[src/rtl/conv_pkg.sv]
// Shared types for the 5x5 convolution window scheduler.
package conv_pkg;

  localparam int K = 5;

  typedef logic signed [7:0]  pixel_t;
  typedef logic signed [31:0] acc_t;
  typedef pixel_t [K-1:0][K-1:0] window_t;

  typedef enum logic [2:0] {IDLE, LOAD, START, WAIT, OUT, DONE} sched_state_t;

endpackage

[src/rtl/conv_window_buf.sv]
// 5x5 window register file: single-pixel writes, plus a one-column left shift
// when built with CONV_WIN_REUSE_EN.
module conv_window_buf
  import conv_pkg::*;
(
  input  logic       clk,
  input  logic       rst,
  input  logic       wr_en,
  input  logic [2:0] wr_r,
  input  logic [2:0] wr_c,
  input  pixel_t     wr_data,
`ifdef CONV_WIN_REUSE_EN
  input  logic       shift_en,
`endif
  output window_t    win
);

  // Shift has priority; the scheduler never shifts and writes in the same cycle.
  always_ff @(posedge clk) begin
    if (rst) begin
      win <= '0;
`ifdef CONV_WIN_REUSE_EN
    end else if (shift_en) begin
      for (int r = 0; r < K; r++) begin
        for (int c = 0; c < K-1; c++) begin
          win[r][c] <= win[r][c+1];
        end
      end
`endif
    end else if (wr_en) begin
      win[wr_r][wr_c] <= wr_data;
    end
  end

endmodule

[src/rtl/conv_window_sched.sv]
// Walks a stride-1, unpadded 5x5 window over one feature map, drives the conv
// unit and streams results out. CONV_WIN_REUSE_EN enables column reuse.
module conv_window_sched
  import conv_pkg::*;
#(
  parameter  int IMG_W = 32,
  parameter  int IMG_H = 32,
  parameter  int AW    = $clog2(IMG_W*IMG_H),
  localparam int OUT_W = IMG_W-4,
  localparam int OUT_H = IMG_H-4,
  localparam int RW    = (OUT_H > 1) ? $clog2(OUT_H) : 1,
  localparam int CW    = (OUT_W > 1) ? $clog2(OUT_W) : 1
)
(
  input  logic          clk,
  input  logic          rst,
  input  logic          start,
  output logic          busy,
  output logic          layer_done,
  output logic          mem_rd_en,
  output logic [AW-1:0] mem_addr,
  input  pixel_t        mem_rdata,
  output window_t       win,
  output logic          conv_start,
  input  logic          conv_done,
  input  acc_t          conv_result,
  output logic          out_valid,
  input  logic          out_ready,
  output acc_t          out_data,
  output logic [RW-1:0] out_row,
  output logic [CW-1:0] out_col
);

`ifdef CONV_WIN_REUSE_EN
  localparam bit REUSE = 1'b1;
`else
  localparam bit REUSE = 1'b0;
`endif

  sched_state_t state, state_n;
  logic [RW-1:0] row;
  logic [CW-1:0] col;
  logic [4:0]    cnt;
  logic [2:0]    rd_r, rd_c, cap_r, cap_c;
  logic          cap_en, partial;
  logic [4:0]    last_cnt;
  logic          last_col, last_row;

  assign last_cnt = partial ? 5'd5 : 5'd25;
  assign last_col = (col == CW'(OUT_W-1));
  assign last_row = (row == RW'(OUT_H-1));

  always_ff @(posedge clk) begin
    if (rst) state <= IDLE;
    else     state <= state_n;
  end

  always_comb begin
    state_n    = state;
    busy       = 1'b1;
    layer_done = 1'b0;
    conv_start = 1'b0;
    out_valid  = 1'b0;
    mem_rd_en  = 1'b0;
    case (state)
      IDLE: begin
        busy = 1'b0;
        if (start) state_n = LOAD;
      end
      LOAD: begin
        mem_rd_en = (cnt < last_cnt);
        if (cnt == last_cnt) state_n = START;
      end
      START: begin
        conv_start = 1'b1;
        state_n    = WAIT;
      end
      WAIT: if (conv_done) state_n = OUT;
      OUT: begin
        out_valid = 1'b1;
        if (out_ready) state_n = (last_col && last_row) ? DONE : LOAD;
      end
      DONE: begin
        layer_done = 1'b1;
        state_n    = IDLE;
      end
      default: state_n = IDLE;
    endcase
  end

  assign mem_addr = mem_rd_en
                  ? (AW'(row) + AW'(rd_r)) * AW'(IMG_W) + AW'(col) + AW'(rd_c)
                  : '0;

  // Read data returns one cycle late, so the target (r,c) is delayed alongside it.
  always_ff @(posedge clk) begin
    if (rst) begin
      row      <= '0;
      col      <= '0;
      cnt      <= '0;
      rd_r     <= '0;
      rd_c     <= '0;
      cap_en   <= 1'b0;
      cap_r    <= '0;
      cap_c    <= '0;
      partial  <= 1'b0;
      out_data <= '0;
      out_row  <= '0;
      out_col  <= '0;
    end else begin
      cap_en <= mem_rd_en;
      cap_r  <= rd_r;
      cap_c  <= rd_c;
      case (state)
        IDLE: if (start) begin
          row     <= '0;
          col     <= '0;
          cnt     <= '0;
          rd_r    <= '0;
          rd_c    <= '0;
          partial <= 1'b0;
        end
        LOAD: begin
          cnt <= cnt + 5'd1;
          if (mem_rd_en) begin
            if (rd_c == 3'd4) begin
              rd_r <= rd_r + 3'd1;
              rd_c <= partial ? 3'd4 : 3'd0;
            end else begin
              rd_c <= rd_c + 3'd1;
            end
          end
        end
        WAIT: if (conv_done) begin
          out_data <= conv_result;
          out_row  <= row;
          out_col  <= col;
        end
        OUT: if (out_ready) begin
          cnt  <= '0;
          rd_r <= '0;
          if (!last_col) begin
            col     <= col + CW'(1);
            partial <= REUSE;
            rd_c    <= REUSE ? 3'd4 : 3'd0;
          end else begin
            col     <= '0;
            partial <= 1'b0;
            rd_c    <= 3'd0;
            if (!last_row) row <= row + RW'(1);
          end
        end
        default: ;
      endcase
    end
  end

  conv_window_buf u_buf (
    .clk      (clk),
    .rst      (rst),
    .wr_en    (cap_en),
    .wr_r     (cap_r),
    .wr_c     (cap_c),
    .wr_data  (mem_rdata),
`ifdef CONV_WIN_REUSE_EN
    .shift_en (state == LOAD && cnt == 5'd0 && partial),
`endif
    .win      (win)
  );

endmodule

[config.mk]
export PLATFORM = sky130hd
export DESIGN_NAME = conv_window_sched
export DESIGN_NICKNAME = d
export VERILOG_FILES = /design/src/rtl/conv_pkg.sv /design/src/rtl/conv_window_buf.sv /design/src/rtl/conv_window_sched.sv
export SDC_FILE = /design/constraint.sdc
export NUM_CORES = 1
export LEC_CHECK = 0
export CAP_MARGIN = 20
export CORE_UTILIZATION = 51
export DETAILED_ROUTE_END_ITERATION = 12
export GPL_ROUTABILITY_DRIVEN = 0
export GPL_TIMING_DRIVEN = 0
export PLACE_DENSITY = 0.83
export SLEW_MARGIN = 20
export SYNTH_ARGS = -nofsm -noshare
export SYNTH_HDL_FRONTEND = slang
export SYNTH_SLANG_ARGS = --single-unit
[constraint.sdc]
create_clock -name clk -period 4 [get_ports clk]
set_clock_uncertainty 0.2 [all_clocks]
set_input_delay 0.4 -clock clk [delete_from_list [all_inputs] [get_ports clk]]
set_output_delay 0.4 -clock clk [all_outputs]
set_load 0.01 [all_outputs]
== After elaboration in Yosys (flattened, before gate mapping) ==
Cells that the tools add are included.

* Bits in registers: 274
* Latch bits: 0
* Memory bits (writable): 0
* ROM bits: 0
* Input port bits: 45
* Output and inout port bits: 257
* Logic and storage cells: 121
* Memories kept: 0

* $add $sub $neg: 8
* $mul: 0
* Divide/modulo/power cells: 0
* $lt $le $gt $ge: 5
* Eq/ne operators: 17
* Shift operators: 0
* Mux-type cells: 40
* Bitwise logic cells: 0
* Reductions and logical operators: 13

{| class="wikitable"
|+ Operators with widths
! cell !! count
|-
| $bwmux 200 || 1
|-
| $demux 40 s3 || 1
|-
| $mux 40 || 1
|-
| $mux 5 || 8
|-
| $mux 3 || 12
|-
| $demux 8 s3 || 1
|-
| $pmux 5 s2 || 2
|-
| $pmux 3 s3 || 2
|-
| $ne 2x2->1 const B || 8
|-
| $add 5x1->5 const B || 3
|-
| $pmux 3 s5 || 1
|-
| $pmux 5 s3 || 1
|-
| $add 10x3->10 || 1
|-
| $add 10x5->10 || 1
|-
| $eq 5x5->1 const B || 2
|-
| $mux 10 || 1
|-
| $reduce_and 5->1 || 2
|-
| $eq 3x3->1 const B || 3
|-
| $lt 3x4->1 const B || 2
|-
| $mux 8 || 1
|-
| $reduce_and 4->1 || 2
|-
| $mux 1 || 7
|-
| $add 3x1->3 const B || 2
|-
| $eq 3x2->1 const B || 2
|-
| 12 further kinds || 16
|}

== Logic depth before layout (Yosys ltp) ==
Gate-level depths: netlist (run 1).

* Depth in word-level cells: 7
* Mapped depth: 8
* Mapped depth without buffers: 8

== By module ==
A second synthesis (run 1) with hierarchy kept.

* Cells, all modules: 1125
* Area total of the unflattened synthesis: 11110.7 um2

{| class="wikitable"
|+ Modules (own cells, without submodules)
! module !! instances !! cells an instance !! area each (um2) !! seq. area each (um2)
|-
| conv_window_buf || 1 || 707 || 7777.5 || 4003.8
|-
| conv_window_sched || 1 || 418 || 3333.2 || 1461.4
|}

== Worst setup path before layout (run 1) ==
Ideal clock, no wire load.

* Path type: reg-to-output
* From: register row[0]
* To: output port mem_addr[9]
* Arrival time: 1.788 ns
* Required time: 3.400 ns
* Setup slack: 1.612 ns
* Cell stages (with the launch flop): 9
* Buffers on the path: 0
* Path through: dfxtp_1 ha_1 inv_1 fa_1 xor2_1 nor3b_1 nand4_1 xnor2_1 nor2_1

* Longest elaborated chain between the ends: 4

{| class="wikitable"
|+ RTL lines
! element !! RTL line !! text
|-
| start: declaration || conv_window_sched.sv:41 || <nowiki>logic [RW-1:0] row;</nowiki>
|-
| start signal: assignment || conv_window_sched.sv:150 || <nowiki>if (!last_row) row <= row + RW'(1);</nowiki>
|-
| $add 5x3->5 || conv_window_sched.sv:92 || <nowiki>? (AW'(row) + AW'(rd_r)) * AW'(IMG_W) + AW'(col) + AW'(rd_c)</nowiki>
|-
| $add 10x5->10 || conv_window_sched.sv:92 ||
|-
| $add 10x3->10 || conv_window_sched.sv:92 ||
|-
| $mux 10 || conv_window_sched.sv:92 ||
|-
| end: declaration || conv_window_sched.sv:21 || <nowiki>output logic [AW-1:0] mem_addr,</nowiki>
|}

Every way passes these cells.

== Final worst setup path (run 1) ==
Same ends and word-level chain as after synthesis.

==> impl_metrics.ini, run 1 <==
[clocking]
tritoncts = yes
cts_resized = 0
cts_made_buffers = 28
h-tree-depth = 1
cts_buffer_depth = 3
cts_sinks = 273
path_clk_slew_ps = 60
cts_root_buf = clkbuf_16
insertion_delay_ps = 540

[critical_path]
required_ps = 3400
worstPathArrival_ps = 3130
crit_path_start_kind = flop
cpLargestDelayFamily = buffers and inverters
cp_cell_sequence = ha_1 -> inv_1 -> fa_1 -> xor2_1 -> nor3b_1 -> nand4_1 -> xnor2_1 -> nor2_1 -> clkdlybuf4s50_1
critPathMaxStageDelay_ps = 580
path_max_fanout = 6
critPathKind = flop to output port
crit_slowest_cell = clkdlybuf4s50_1
cp-end-kind = output port
cp_num_buf_inv = 2

[finish]
fillers = 1547
stdcell_count = 1940
finish.utilization_pct = 73.5
antennaDiodeCount = 0
seqCellArea_sq_um = 5470
drive_gt1_share_pct = 4.73
area_growth_pct = 40.8
fin_nets = 1708
multi_input_area_sq_um = 4660

[yosys]
synth_fp_nets = 1384
ys_ff_latch = 273
syn_area_sq_um = 10600
synth-edff-count = 0
ys.warnings.count = 0
synth_cells = 1324
yosysUniqueCellTypes = 48
seq_area_frac_synth_pct = 51.6
synth-main-ff-cell = dfxtp_1
synth_largest_area_cell = dfxtp_1
syn_avg_cell_area_sq_um = 8.00
ys_async_sr_fraction_pct = 0
synth.area.top_cells = dfxtp_1 52%, a21oi_1 12%, nand2_1 11%
synth_top_area_share_pct = 51.6

[drt]
drt_pre_antenna_iters = 5
route.detailed.drc = 0
vias_per_cell = 5.60
via_count = 10900
wirelength_microns = 36500
ant_nets = 0
dr.first_iter.drc_count = 710
met3WireLength_microns = 4010
top_layer_used = met4
wire_per_inst_microns = 18.8
wl_met2_microns = 17100
met1_length_microns = 13900

[grt]
grt_use_total_pct = 33.3
grt_pass1_wl_microns = 56500
gr-total-overflow = 0
antenna_found_initial = 0
grt_max_degree = 16
grt_pass1_vias = 10400

[sta]
finalSetupTns_ps = 0
maxSlewHeadroom_pct = 27.1
hold_viol = 0
setup_violations = 0
finalMaxSlewViolations = 0
rsz0062_at_grt = false
tightest_slew_ps = 1090
post-route-period-util_pct = 93.2
final_period_minus_worst_setup_slack_ps = 3730
fmax_mhz = 268

[outcome]
outcome = finished, final reports clean

[floorplan]
core_area_sq_um = 20300
ios = 302
dieWidth_microns = 146
dieHeight_microns = 146
die_area_sq_um = 21300
rows = 52
start_util_pct = 52.2

[pwr]
power_density_nw_per_um2 = 398
power_uw = 5940
p_leak_uw = 0.00490
ir_worst_vdd_uv = 305

[placement]
dp.cells = 1887
dpl.hpwl_microns = 25900
port_buffers = 292

[flow_run]
maxCapViolations = 0

[min_path]
hp-class = input port to flop
where the power goes:
group	total, uW	switching, uW	internal, uW
Combinational	296	201	95.4
Clock	2890	1110	1780
Sequential	2750	16.1	2730
Total	5940	1330	4610
registers in the layout, indices dropped and copies added, names as in the netlist:
name       flops
rd_r           3
col            5
row            5
cnt            5
cap_r          3
out_data      32
out_col        5
rd_c           3
u_buf.win    200
state          3
out_row        5
cap_c          3
cap_en         1
cell usage after synthesis (all sizes together), types with 6 or more instances:
master and count:
xnor2 8, nor2 40, xor2 12, nand2 319, nor3 8, clkbuf 100
a21oi 248, mux2i 9, o21ai 8, inv 10, nor3b 9, nand4 6
nor2b 10, ha 13, dfxtp 273, buf 10, nand3 199
through the flow:
step	hold WS, ps	area (sq um)	setup WS (ps)
floorplan	265	10600	1610
global placement	241	13900	898
detailed placement	245	13900	858
CTS	18.6	14900	270
global route	35.0	14900	91.1
finish	35.2	14900	274
layout by cell type (no fill, tap or decap), drive strengths merged, types with 10 or more instances in the layout:
cell	n
inv	11
buf	11
nor2b	10
a21oi	248
nand3	199
nor2	40
xor2	12
ha	13
clkdlybuf4s50	292
dfxtp	273
clkbuf	139
nand2	319
cell families after synthesis:
| family | after synthesis | share of synthesized area (%) |
|---|---|---|
| xor gates and xnor gates | 20 | 1.65 |
| muxes | 9 | 0.851 |
| AOI/OAI and AO/OA | 269 | 13.1 |
| and+or+nand+nor | 617 | 26.4 |
| adders and majority gates | 15 | 1.91 |
| buffers and inverters | 121 | 4.49 |
| DFF | 273 | 51.6 |
worst reg2reg max path, cell delays in order (launching register included):
cell      delay, ps
dfxtp_1         430
nand2b_1        110
nor2_1          800
clkbuf_1        470
nand3_1         150
a21oi_1         190
per-layer routing:
metal  track usage [%]  vias to the layer above
li1                  -                     5115
met1              40.4                     5049
met2              56.1                      613
met3              9.31                       87
met4              12.9                        0
met5                 0                        -
worst paths after layout:
kind	slack (ps)	end	cells past startpoint	start
max	270	mem_addr[9]	9	row[0]
min	40	u_buf.win[108]	3	mem_rdata[4]
max reg2reg	1570	u_buf.win[178]	5	cap_c[1]
min reg2reg	250	out_data[6]	2	out_data[6]
repair_timing:
item / 4_1_cts / 5_1_grt
hold buffers: 1 / 0
buffers inserted: 0 / 0
hold endpoints to repair: 5 / 0
final cells by class:
class | count | area share (%)
Sequential cell | 273 | 36.6
Multi-Input combinational cell | 930 | 31.2
Clock inverter | 13 | 1.39
Buffer | 110 | 2.90
Timing Repair Buffer | 294 | 19.7
Inverter | 11 | 0.285
Clock buffer | 39 | 5.59
Tap cell | 270 | 2.26
(Power assumes the default switching activity.)
==> inputs of run 2 (changes only) <==
Settings changed: TNS_END_PERCENT set to 50.
==> results of run 2 <==
The final DEF is identical to that of run 1; final timing and power are the same.
==> inputs of run 3 (changes only) <==
Settings changed: CTS_CLUSTER_SIZE set to 16, GPL_TIMING_DRIVEN 0 to not set.
==> run 3 against run 2 <==
- cell area shrank 1.2%
- core utilization shrank 0.89 points
- fmax grew 2.3%
- critical path type unchanged
- hold slack gained 180 ps
- largest cell class unchanged
- critical endpoint unchanged
- largest power group is now registers
- final cell count shrank 4.0%
==> impl_metrics.ini, run 3 (synthesized netlist as in run 1, its figures left out) <==
[outcome]
outcome = finished, final reports clean

[placement]
dp.cells = 1811
port_buffers = 301
dpl.hpwl_microns = 21200

[critical_path]
path_max_fanout = 5
critPathMaxStageDelay_ps = 570
worstPathArrival_ps = 3040
cp_num_buf_inv = 2
critical_path.startpoint = rd_r[0]
cp_cell_sequence = ha_1 -> inv_1 -> fa_1 -> xor2_1 -> nor3b_1 -> nand4_1 -> xnor2_1 -> nor2_1 -> clkdlybuf4s50_1
crit_path_start_kind = flop
critPathKind = flop to output port
crit_slowest_cell = clkdlybuf4s50_1
worstReg2RegStart = state[0]
cpLargestDelayFamily = buffers and inverters
ff2ff_setup_slack_ps = 1470
required_ps = 3400
cp-end-kind = output port

[clocking]
cts_sinks = 273
cts_root_buf = clkbuf_16
tritoncts = yes
cts_made_buffers = 29
h-tree-depth = 1
insertion_delay_ps = 540
cts_setup_buffers = 0
path_clk_slew_ps = 60
ctsHoldBuffers = 0
cts_buffer_depth = 3
cts_resized = 0

[sta]
post-route-period-util_pct = 91.0
finalMaxSlewViolations = 0
fmax_mhz = 275
final_period_minus_worst_setup_slack_ps = 3640
finalSetupTns_ps = 0
maxSlewHeadroom_pct = 27.8
tightest_slew_ps = 1080
hold_viol = 0
rsz0062_at_grt = false
setup_violations = 0

[grt]
gr-total-overflow = 0
grt_pass1_wl_microns = 51400
grt_max_degree = 155
grt_use_total_pct = 29.8
antenna_found_initial = 0
grt_pass1_vias = 9561

[drt]
wirelength_microns = 32600
vias_per_cell = 5.54
wire_per_inst_microns = 17.5
dr.first_iter.drc_count = 643
drt_pre_antenna_iters = 6
ant_nets = 0
via_count = 10300
route.detailed.drc = 0

[finish]
finish.utilization_pct = 72.6
final_common_cell = nand2_1
top_register = u_buf.win
area_growth_pct = 39.1
reg.largest.list = u_buf.win: 200 flops, out_data: 32 flops
largest_register_ffs = 200
antennaDiodeCount = 0
drive_gt1_share_pct = 5.65
fin_nets = 1632
stdcell_count = 1863
layout_common_cells = 319 x nand2_1, 300 x clkdlybuf4s50_1, 273 x dfxtp_1, 248 x a21oi_1, 199 x nand3_1

[floorplan]
start_util_pct = 52.2
dieWidth_microns = 146
dieHeight_microns = 146
core_area_sq_um = 20300
die_area_sq_um = 21300
rows = 52
ios = 302

[pwr]
p_leak_uw = 0.00485
power_density_nw_per_um2 = 387
ir_worst_vdd_uv = 314

[min_path]
hp-class = input port to flop
min_from = conv_result[3]

[flow_run]
maxCapViolations = 0
==> run 3: cell count changes in the layout (fill, tap and decap cells not counted), sizes merged <==
| cell | delta |
|---|---|
| bufinv | -3 |
| clkbuf | -96 |
| clkinvlp | -4 |
| buf | +15 |
| clkinv | +4 |
| dlygate4sd3 | -1 |
| clkdlybuf4s50 | +8 |
==> run 3: area by class of cell <==
type	count	area [sq um]
fill	1564	5570
clock buffer	42	855
clock inverter	10	108
tap	270	338
multi-input combinational	930	4700
timing repair buffer	327	3220
sequential	273	5470
inverter	11	42.5
==> run 3: tightest hold or removal path, cell delays in order <==
cell	delay, ps
clkdlybuf4s50_1	400
nand2_1	50
a21oi_1	50
==> run 3: power breakdown <==
group          internal [uW]  total [uW]  switching [uW]
combinational           98.6         281             183
clock                   1600        2670            1070
sequential              2730        2750            17.2
==> run 3: path summary, 6_finish.rpt <==
check | endpoint | cells after the start
worst min-delay path | out_data[3] | 3
worst min register to register | u_buf.win[87] | 2
worst max-delay path | mem_addr[9] | 9
worst max register to register | rd_c[2] | 6
==> run 3: stage by stage <==
stage          cell area [sq um]  worst slack, ps  hold slack [ps]  power [uW]
2_1_floorplan              10600             1610              265        2960
3_3_place_gp               13800              972              241        3080
3_5_place_dp               13800              925              245        3090
4_1_cts                    14700              351              193        5740
5_1_grt                    14700              201              205        5870
6_report                   14700              358              213        5700
==> run 3: layer usage <==
metal / up-vias / wire length, microns / global-route usage (%)
met2: 528 / 15200 / 49.6
met4: 0 / 1220 / 11.7
met5: - / 0 / 0
met1: 4757 / 12700 / 36.4
li1: 4963 / - / -
met3: 77 / 3520 / 8.34
==> patch 1, RTL diff (flow settings as in run 2) <==
`K`: 5 -> 10.
--- a/src/rtl/conv_pkg.sv
+++ b/src/rtl/conv_pkg.sv
@@ -2,5 +2,5 @@
 package conv_pkg;
 
-  localparam int K = 5;
+  localparam int K = 10;
 
   typedef logic signed [7:0]  pixel_t;
Ports: changed (resized win); port bits go from 302 to 902. The function was not compared with the original's and may differ.
==> patch 1 against run 2 <==
The flow now stops in I/O pin placement (3_2_place_iop). Synthesized cell count grew 120%. Synthesized area grew 130%.
==> patch 1: results (changes against run 2) <==
| Metric | Value |
|---|---|
| Status | stopped before the end |
| Stop stage | I/O pin placement (3_2_place_iop) |
| Tool error | [ERROR PPL-0024] Number of IO pins (902) exceeds maximum number of available positions (790). Increase the die perimeter from 880.62um to 1226.72um. |
| Yosys reg bits | 585 (+110%) |
| # rows | 79 (+52%) |
| Yosys warns | 0 (unchanged) |
| Unique cell type count in the Yosys netlist | 58 (+21%) |
| Seq/Total Area, Yosys | 0.482 (-0.0335) |
| Synth Area per Inst | 8.41 um^2 (+5.2%) |
| Post-synth top cells | 585 x dfxtp_1, 501 x nand2_1, 407 x a21oi_1 |
| Async set or reset register ratio after synthesis | 0 (unchanged) |
| Ys flop type | dfxtp_1 |
| Top post-synthesis cells by area | dfxtp_1 48%, buf_4 9.1%, a21oi_1 8.4% |
-- patch 1: changes by cell type after synthesis, sizes merged, moves of 4 or more --
cell and delta:
buf +352, dfxtp +312, nand2 +182, nor2 +171, nand3 +163, a21oi +159
mux2i +152, clkbuf +56, nand2b +6, or2 +6, inv +4, nand3b +4
-- patch 1: logic make-up after synthesis --
logic type,count (synthesis),share of synthesized area
compound gates,434,0.0920
other cells,1,0.000154
mux,161,0.0664
simple gates,1140,0.215
flops,585,0.482
xor+xnor,17,0.00613
buf+inv,532,0.130
fa+ha+maj,15,0.00835
==> patch 2, RTL diff (settings of run 2) <==
Made on the original files. The 6 states of `sched_state_t` get a Gray code encoding in 3 bits.
--- a/src/rtl/conv_pkg.sv
+++ b/src/rtl/conv_pkg.sv
@@ -8,5 +8,5 @@
   typedef pixel_t [K-1:0][K-1:0] window_t;
 
-  typedef enum logic [2:0] {IDLE, LOAD, START, WAIT, OUT, DONE} sched_state_t;
+  typedef enum logic [2:0] {IDLE = 3'b000, LOAD = 3'b001, START = 3'b011, WAIT = 3'b010, OUT = 3'b110, DONE = 3'b111} sched_state_t;
 
 endpackage
Formal check against the unedited RTL: no difference found for any inputs over 4 cycles, from zero or initial values and one cycle with rst high; so few cycles prove little.
==> patch 2 against run 2 <==
Setup slack improved by 5.2 ps. Design area shrank 0.96%. Sequential cell count did not move. Global-route usage shrank 1.1 points. Synthesized area decreased by 0.37%. Non-clock buffer count is 1 lower. Routed wire length decreased by 3.2%. Worst hold slack gained 1.1 ps.
Power is not compared: it rests on default switching activity, and its combinational part moved more than twofold at a synthesized area within 25%.
==> patch 2: results (changes against run 2) <==
| Metric | Value |
|---|---|
| Critical path data arrival time | 3120 ps (about the same) |
| Flop2flop setup slack | 1630 ps (+60 ps) |
| Clock Pin Slew Worst Setup and Hold Paths | 60 ps (about the same) |
| WL/cell | 18.3 um (-2.7%) |
| Number of global-route vias before repair | 10,200 (-1.3%) |
| Largest net degree at the start of global routing | 14 (-2) |
| Post-synth top cells | 319 x nand2_1, 273 x dfxtp_1, 239 x a21oi_1 |
| CP Capture Point | mem_addr[9] |
| Drt first pass iters | 6 (+1) |
| Yosys warns | 0 (unchanged) |
| GR Util All Layers | 0.322 (-0.0113) |
| Skew-Pair Late Insertion Delay | between 500 and 600 ps |
| Leak pwr | between 0.004 and 0.005 uW |
| Cell Area, Placed | 13,800 um^2 (-0.37%) |
| Post-Syn Nets | 1,377 (-0.51%) |
| R2R cell count | 5 (unchanged) |
| Inserted Clock Buffers | 28 (unchanged) |
| Filler cells | 1,592 (+2.9%) |
| Hold buffers post-CTS | 1 (unchanged) |
| Worst slack, placed | 946 ps (+87.9 ps) |
| Root Buffer | clkbuf_16 |
| CP max FO | 5 (-1) |
| Status | complete, no violations |
| # resized after CTS | 0 (unchanged) |
| Max-cap viol count | 0 (unchanged) |
| Hold/Removal Path Class | in -> reg |
| Unique cell type count in the Yosys netlist | 49 (+2.1%) |
| Async set or reset register ratio after synthesis | 0 (unchanged) |
| Worst r2r src | cap_c[0] |
| Seq/Total Area, Yosys | 0.518 (+0.00190) |
| Hold path depth | 3 (unchanged) |
| Via count | 10,800 (-0.49%) |
| Initial antenna violation count | 0 (unchanged) |
| Non-Filler Instances | 1,931 (-0.46%) |
| CP Launch Point | row[0] |
| PortBufs | 292 (unchanged) |
| Largest regs | u_buf.win x200, out_data x32 |
| Top post-synthesis cells by area | dfxtp_1 52%, nand2_1 11%, a21oi_1 11% |
| Postcts setup bufs | 0 (unchanged) |
| Finished Cell Area | 14,800 um^2 (-0.96%) |
| VDD IR-drop max | 0.352 mV |
| Fmax | 269 MHz (+0.14%) |
| H-tree depth | 1 (unchanged) |
| Longest Clk Path Bufs | 3 (unchanged) |
| Worst reg2reg endpoint | u_buf.win[39] |
| Final-stage net count | 1,700 (-0.47%) |
| Share of cells above drive strength 1 | 0.0439 (-0.00336) |
| Slew HR | 0.407 (+0.136) |
| DP HPWL | 25.0 mm (-3.6%) |
| 1st-iter DRT viols | 690 (-2.8%) |
| First-pass GRT wire length | 54.7 mm (-3.1%) |
| Synth Area per Inst | 8.01 um^2 (+0.16%) |
| Antenna cells | 0 (unchanged) |
patch 2: logic make-up (layout without fill, tap and decap cells):
group           after synthesis  in the layout  synth area share
fa+ha+maj                    15             15            0.0192
compound gates              263            263             0.129
simple gates                611            611             0.260
xor+xnor                     22             22            0.0183
flops                       273            273             0.518
mux                           9              9           0.00854
buf+inv                     124            468            0.0470
patch 2: routing by layer:
metal  track usage  routed length [um]
met4         0.138                1570
met2         0.547               16800
met1         0.387               13500
met5             0                   0
met3        0.0781                3460
patch 2: how the worst min path moves through the flow:
stage	start	to	slack (ps)
6_report	mem_rdata[4]	u_buf.win[84]	40
5_1_grt	mem_rdata[0]	u_buf.win[104]	40
4_1_cts	mem_rdata[4]	u_buf.win[84]	20
3_5_place_dp	u_buf.win[130]	u_buf.win[130]	250
3_3_place_gp	out_data[22]	out_data[22]	240
2_1_floorplan	rd_c[1]	rd_c[1]	270
patch 2: layout make-up:
type | instances | area share
flip-flops and latches | 273 | 0.370
multi-input cells | 920 | 0.311
repair buffers | 293 | 0.199
clock buffers | 46 | 0.0602
plain buffers | 110 | 0.0300
well taps | 270 | 0.0229
clock inverters | 5 | 0.00398
inverters | 14 | 0.00356
patch 2: report_power, final:
part | total, uW | leakage [uW] | switching, uW | internal (uW)
clock network | 2640 | 0.000466 | 1060 | 1580
registers | 2830 | 0.00220 | 49.8 | 2780
logic | 666 | 0.00221 | 416 | 251
total | 6140 | 0.00488 | 1530 | 4610
patch 2: worst max-delay path, stage by stage, from the launching register on:
cell and delay (ps):
dfxtp_1 440, ha_1 210, inv_1 50, fa_1 390
xor2_1 180, nor3b_1 300, nand4_1 190, xnor2_1 190
nor2_1 100, clkdlybuf4s50_1 550
